## config.mk

```make
export PLATFORM = sky130hd
export DESIGN_NAME = hazard_ctrl_unit
export DESIGN_NICKNAME = d
export VERILOG_FILES = /design/src/rtl/hazard_ctrl_unit.sv
export SDC_FILE = /design/constraint.sdc
export NUM_CORES = 1
export LEC_CHECK = 0
export BUFFER_PORTS_ARGS = -buffer_cell sky130_fd_sc_hd__buf_2
export CAP_MARGIN = 5
export CORE_UTILIZATION = 35
export DETAILED_ROUTE_END_ITERATION = 8
export SYNTH_ARGS = -nofsm -noshare
export SYNTH_HDL_FRONTEND = slang
export SYNTH_SLANG_ARGS = --single-unit
```

## constraint.sdc

```tcl
create_clock -name clk -period 5 [get_ports clk]
set_input_delay 0.5 -clock clk [delete_from_list [all_inputs] [get_ports clk]]
set_output_delay 0.5 -clock clk [all_outputs]
set_load 0.01 [all_outputs]
```

## src/rtl/hazard_ctrl_unit.sv

```systemverilog
// Hazard control for the MIPS pipeline: load-use and MUL/DIV stalls,
// EX operand forwarding selects, branch-redirect flush and a saturating
// stall-cycle counter for performance analysis.
module hazard_ctrl_unit #(
  parameter int unsigned REG_AW = 5,
  parameter int unsigned MD_LAT = 32,
  parameter int unsigned PERF_W = 16
) (
  input  logic              clk,
  input  logic              rst_n,
  input  logic [REG_AW-1:0] rs_iss_i,
  input  logic [REG_AW-1:0] rt_iss_i,
  input  logic [REG_AW-1:0] rs_ex_i,
  input  logic [REG_AW-1:0] rt_ex_i,
  input  logic [REG_AW-1:0] rd_ex_i,
  input  logic              mem_to_reg_ex_i,
  input  logic              reg_wr_ex_i,
  input  logic [REG_AW-1:0] rd_mem_i,
  input  logic              reg_wr_mem_i,
  input  logic [REG_AW-1:0] rd_wb_i,
  input  logic              reg_wr_wb_i,
  input  logic              md_start_ex_i,
  input  logic              md_use_iss_i,
  input  logic              branch_taken_ex_i,
  input  logic              perf_clr_i,
  output logic              stall_fetch_o,
  output logic              stall_iss_o,
  output logic              flush_iss_o,
  output logic              flush_ex_o,
  output logic [1:0]        fwd_p1_o,
  output logic [1:0]        fwd_p2_o,
  output logic              md_busy_o,
  output logic [PERF_W-1:0] stall_cnt_o
);

  localparam int unsigned MD_W = $clog2(MD_LAT);
  localparam logic [MD_W-1:0]   MD_RELOAD = MD_W'(MD_LAT - 1);
  localparam logic [PERF_W-1:0] CNT_MAX   = '1;

  localparam logic [1:0] FWD_RF  = 2'b00;
  localparam logic [1:0] FWD_MEM = 2'b10;
  localparam logic [1:0] FWD_WB  = 2'b01;

  logic [MD_W-1:0]   r_md_cnt;
  logic [PERF_W-1:0] r_stall_cnt;
  logic              w_md_busy;
  logic              w_lu;
  logic              w_mdh;
  logic              w_stall;
  logic [1:0]        w_fwd_p1;
  logic [1:0]        w_fwd_p2;

  // Register 0 is hardwired, so it never produces a hazard or a forward.
  function automatic logic [1:0] fwd_sel(input logic [REG_AW-1:0] src,
                                         input logic [REG_AW-1:0] rd_mem,
                                         input logic              wr_mem,
                                         input logic [REG_AW-1:0] rd_wb,
                                         input logic              wr_wb);
    logic [1:0] sel;
    sel = FWD_RF;
    if (src != '0) begin
      if (wr_mem && (rd_mem == src)) begin
        sel = FWD_MEM;
      end else if (wr_wb && (rd_wb == src)) begin
        sel = FWD_WB;
      end
    end
    return sel;
  endfunction

  assign w_md_busy = (r_md_cnt != '0);

  // Hazard detection and redirect arbitration; redirect wins over any stall.
  always_comb begin
    w_lu = 1'b0;
    w_mdh = 1'b0;
    w_stall = 1'b0;
    if (mem_to_reg_ex_i && reg_wr_ex_i && (rd_ex_i != '0) &&
        ((rd_ex_i == rs_iss_i) || (rd_ex_i == rt_iss_i))) begin
      w_lu = 1'b1;
    end
    if (md_use_iss_i && (w_md_busy || md_start_ex_i)) begin
      w_mdh = 1'b1;
    end
    w_stall = (w_lu || w_mdh) && !branch_taken_ex_i;
  end

  // EX operand forwarding selects, MEM stage preferred over WB.
  always_comb begin
    w_fwd_p1 = fwd_sel(rs_ex_i, rd_mem_i, reg_wr_mem_i, rd_wb_i, reg_wr_wb_i);
    w_fwd_p2 = fwd_sel(rt_ex_i, rd_mem_i, reg_wr_mem_i, rd_wb_i, reg_wr_wb_i);
  end

  // MUL/DIV occupancy counter; a start while busy is ignored.
  always_ff @(posedge clk or negedge rst_n) begin
    if (!rst_n) begin
      r_md_cnt <= '0;
    end else if (md_start_ex_i && !w_md_busy) begin
      r_md_cnt <= MD_RELOAD;
    end else if (w_md_busy) begin
      r_md_cnt <= r_md_cnt - MD_W'(1);
    end
  end

  // Saturating stall-cycle counter; clear beats increment.
  always_ff @(posedge clk or negedge rst_n) begin
    if (!rst_n) begin
      r_stall_cnt <= '0;
    end else if (perf_clr_i) begin
      r_stall_cnt <= '0;
    end else if (w_stall && (r_stall_cnt != CNT_MAX)) begin
      r_stall_cnt <= r_stall_cnt + PERF_W'(1);
    end
  end

  assign stall_fetch_o = w_stall;
  assign stall_iss_o   = w_stall;
  assign flush_ex_o    = w_stall;
  assign flush_iss_o   = branch_taken_ex_i;
  assign fwd_p1_o      = w_fwd_p1;
  assign fwd_p2_o      = w_fwd_p2;
  assign md_busy_o     = w_md_busy;
  assign stall_cnt_o   = r_stall_cnt;

endmodule

```

Word level (Yosys, flattened, before mapping)
Cells that the tools add are included.
- add/sub/neg operators: 2
- eq/ne operators: 7
- mux-type cells: 12
- reduce and logical (&&, ||, !) cells: 22
- operator list (operator ; count):
    16-bit 2-to-1 mux ; 2
    5-bit equality test ; 6
    5-bit nonzero test ; 4
    16-bit by 1-bit adder with 16-bit output (second input constant) ; 1
    16-bit != test (second input constant) ; 1
    1-bit logical AND ; 11
    5-bit 2-to-1 mux ; 2
    2-bit 2-to-1 mux ; 4
    5-bit by 1-bit subtractor with 5-bit output (second input constant) ; 1
    1-bit 2-to-1 mux ; 4
    2-bit nonzero test ; 2
    1-bit logical OR ; 3
    1-bit zero test ; 2
- register bits: 21
- input bits: 45
- output and inout port bits: 25

Logic depth before layout (Yosys ltp)
- depth in word-level cells: 9
- depth in mapped cells: 9
- mapped depth without buffers: 8

Worst setup path after synthesis
No wires, ideal clock.
- path kind: reg-to-output
- start: register r_md_cnt[0]
- end: output stall_fetch_o
- arrival: 1828 ps
- data required time: 4500 ps
- slack: 2672 ps
- stages on the path, launching flop included: 9
- cell sequence: dfrtp_1 > inv_1 > ha_1 > nand3b_1 > or2_4 > a22oi_4 > buf_8 > nor2_1 > buf_4
- word-level cells in the longest chain between the ends: 6
- ends and longest elaborated chain (what ; line ; source):
    from (decl) ; 44 ; logic [MD_W-1:0] r_md_cnt;
    from (signal assigned) ; 101 ; r_md_cnt <= r_md_cnt - MD_W'(1);
    5-bit nonzero test ; 71 ; assign w_md_busy = (r_md_cnt != '0);
    named net md_busy_o ; 32 ; output logic md_busy_o,
    1-bit logical OR ; 82 ; if (md_use_iss_i && (w_md_busy || md_start_ex_i)) begin
    1-bit logical AND ; 82 ;
    1-bit 2-to-1 mux ; 82 ;
    1-bit logical OR ; 85 ; w_stall = (w_lu || w_mdh) && !branch_taken_ex_i;
    1-bit logical AND ; 85 ;
    to (decl) ; 26 ; output logic stall_fetch_o,
The timed path passes the listed nets, and every way through them passes these cells.

Worst setup path in the final report
- start: register r_md_cnt[0]
- end: output stall_fetch_o
- word-level cells in the longest chain between the ends: 6
- ends and longest elaborated chain (what ; line):
    5-bit nonzero test ; 71
    1-bit logical OR ; 82
    1-bit logical AND ; 82
    1-bit 2-to-1 mux ; 82
    1-bit logical OR ; 85
    1-bit logical AND ; 85
No other way between the ends.

==> out/qor.yml <==
n_antenna_cell: 0
setup_viol: 0
synthArstFlopShare: 1.00
yosysSeqAreaShare: 0.319
dieHeight_um: 70.6
crit_path_end: "stall_fetch_o"
cts_made_buffers: 3
failed_checks: "DRC"
syn_area_mm2: 0.00165
slew_headroom: 0.611
hold_viol_final: 0
final_cells: 292
fmax_mhz: 361
finalNetCount: 289
power_density_mw_per_mm2: 236
timing.rr.start: "stall_cnt_o[0]"
reg2reg_depth: 8
end_kind: "output pin"
postCtsSetupRepairBufs: 0
cts_tree: "built"
yosysWarnings: 0
clock_latency_ns: 0.26
synth_top_area_share: 0.319
grt_usage: 0.143
synth-edff-count: 0
synth_compound_gate_area_share: 0.0440
clock_skew_ns: 0.00221
final_common_cell: "buf_2"
grt_pass1_vias: 1386
synth_top_family_by_area: "simple AND/OR/NAND/NOR gates"
path_max_fanout: 16
syn_avg_cell_area_um2: 9.37
synth_nets: 224
io_pins: 70
num_vias: 1459
synth-xor-area-share: 0.239
startpoint: "r_md_cnt[0]"
synth.area.mux_share: 0.0129
cap_violations: 0
ys_types: 38
outcome: "finished, violations left"
fin_crit_ns: 2.77
synthFlopType: "dfrtp_1"
cts-hold-fix-buffers: 0
ctsLongestPathBuffers: 2
grt_pass1_wl_um: 5880
place_area_mm2: 0.00199
final_core_util: 0.458
die_area_mm2: 0.00499
synth.area.top_cells: "dfrtp_1, xnor2_1, nor2_1"
r2r_end: "stall_cnt_o[11]"
num_rows: 24
timing.final.ws_setup_ns: 2.23
ys_seq_elements: 21
critical_path_class: "flop to output pin"
routed_via_density: 5.00
hold_class: "input port to async pin"
leakagePower_nw: 0.918
path_clk_slew_ns: 0.07
cts_root_buf: "clkbuf_8"
worst_slew_pin_slew_ns: 0.583
reg2reg_slack_ns: 2.69
rsz0062_at_grt: "no"
seq_area_um2: 526
fillers: 455
drcViolationCount: 8
grt_max_degree: 22
vdd_drop_max_mv: 0.132
critPathRequiredTime_ns: 4.50
crit_path_start_kind: "flop"
ctsResizeCount: 0
slew_viol_final: 0
dr.pass1.iters: 6
fin_setup_tns_ns: 0
dp_hpwl_um: 2750
die_width_um: 70.6
layout_common_cells: "buf_2, xnor2_1, nor2_1"
drive_gt1_frac: 0.371
place_congestion: 0.761
synthAdderAreaFrac: 0.0228
htree_levels: 1
initial_core_util: 0.371
final_cell_area_mm2: 0.00203
preCtsSetupSlack_ns: 2.37
yosys.area_share.simple: 0.313
design.core.area_mm2: 0.00444
synth_cells: 176
io_buffers: 69
overflow: 0
area_growth_syn_to_layout_pct: 23.4
totalWireLength_um: 3460
synth_top_area_cell: "dfrtp_1"
dp.cells: 288
multi_input_area_mm2: 0.00104
cp.arrival_ns: 2.27
drtIter0Drc: 54
drtAntennaViolNets: 0
min_period_over_period: 0.554
wl_per_cell_um: 11.9
clock_sinks: 21
antenna_found_initial: 0
==> cells in the mapped netlist, types with 2 or more instances <==
cell and number:
nand2_1 9, nor4b_1 3, xor2_1 8, nand4_1 5, nor3_2 2, nor4b_2 2, nor4_1 7, inv_1 3
nor4_2 6, clkbuf_4 2, buf_4 3, nand3b_1 2, xnor2_1 37, ha_1 3, nor2_1 25, or4_1 2
nand3_1 12, dfrtp_1 21, a21oi_1 3, and3_1 3
==> worst min path at each step <==
| stage | depth (start not counted) | to | slack (ns) |
|---|---|---|---|
| detailed placement | 1 | stall_cnt_o[10] | 0.49 |
| finish | 1 | stall_cnt_o[10] | 0.19 |
| floorplan | 0 | r_md_cnt[0] | 0.20 |
| CTS | 1 | stall_cnt_o[10] | 0.20 |
| global placement | 1 | stall_cnt_o[10] | 0.49 |
| global route | 1 | stall_cnt_o[10] | 0.22 |
==> per-layer routing <==
metal  part of all wire  wire [µm]  vias up  track usage
met5                  0          0        -            0
met4             0.0049         17        0       0.0467
met3              0.052        179        2       0.0199
met2               0.51       1750       47        0.268
met1               0.44       1510      664        0.169
li1                   -          -      746            -
==> power breakdown <==
group / switching (mW) / internal (mW) / total (mW) / leakage [nW]
clock: 0.0547 / 0.0554 / 0.110 / 0.0255
sequential: 0.0246 / 0.193 / 0.217 / 0.281
combinational: 0.0782 / 0.0751 / 0.153 / 0.612
==> cell families after synthesis <==
| kind of cell | after synthesis |
|---|---|
| AO/OA/AOI/OAI | 8 |
| adder cells (fa/ha/maj) | 3 |
| multiplexers | 2 |
| flip-flops | 21 |
| XOR/XNOR | 45 |
| AND/OR/NAND/NOR | 85 |
| buffers and inverters | 12 |
==> stage by stage <==
stage / power (mW) / hold slack [ns]
after floorplan: 0.327 / 0.204
after global routing: 0.519 / 0.221
after detailed placement: 0.376 / 0.487
final: 0.481 / 0.186
after global placement: 0.374 / 0.487
after CTS: 0.491 / 0.199
==> flip-flops by register name (all words and copies together), names as in the netlist <==
| signal | count |
|---|---|
| stall_cnt_o | 16 |
| r_md_cnt | 5 |
==> critical path: stages (launching register included) <==
cell and delay [ns]:
dfrtp_1 0.42, inv_1 0.09, ha_1 0.19, nand3b_1 0.17
or2_4 0.30, a22oi_4 0.53, nor2_1 0.13, buf_2 0.17
==> area by class of cell <==
type / instances / area share
clock inverters: 1 / 0.00246
well taps: 52 / 0.0320
clock buffers: 3 / 0.0203
multi-input cells: 143 / 0.512
inverters: 3 / 0.00554
repair buffers: 69 / 0.170
flip-flops and latches: 21 / 0.258
No activity file was read; power rests on OpenSTA's default activity.
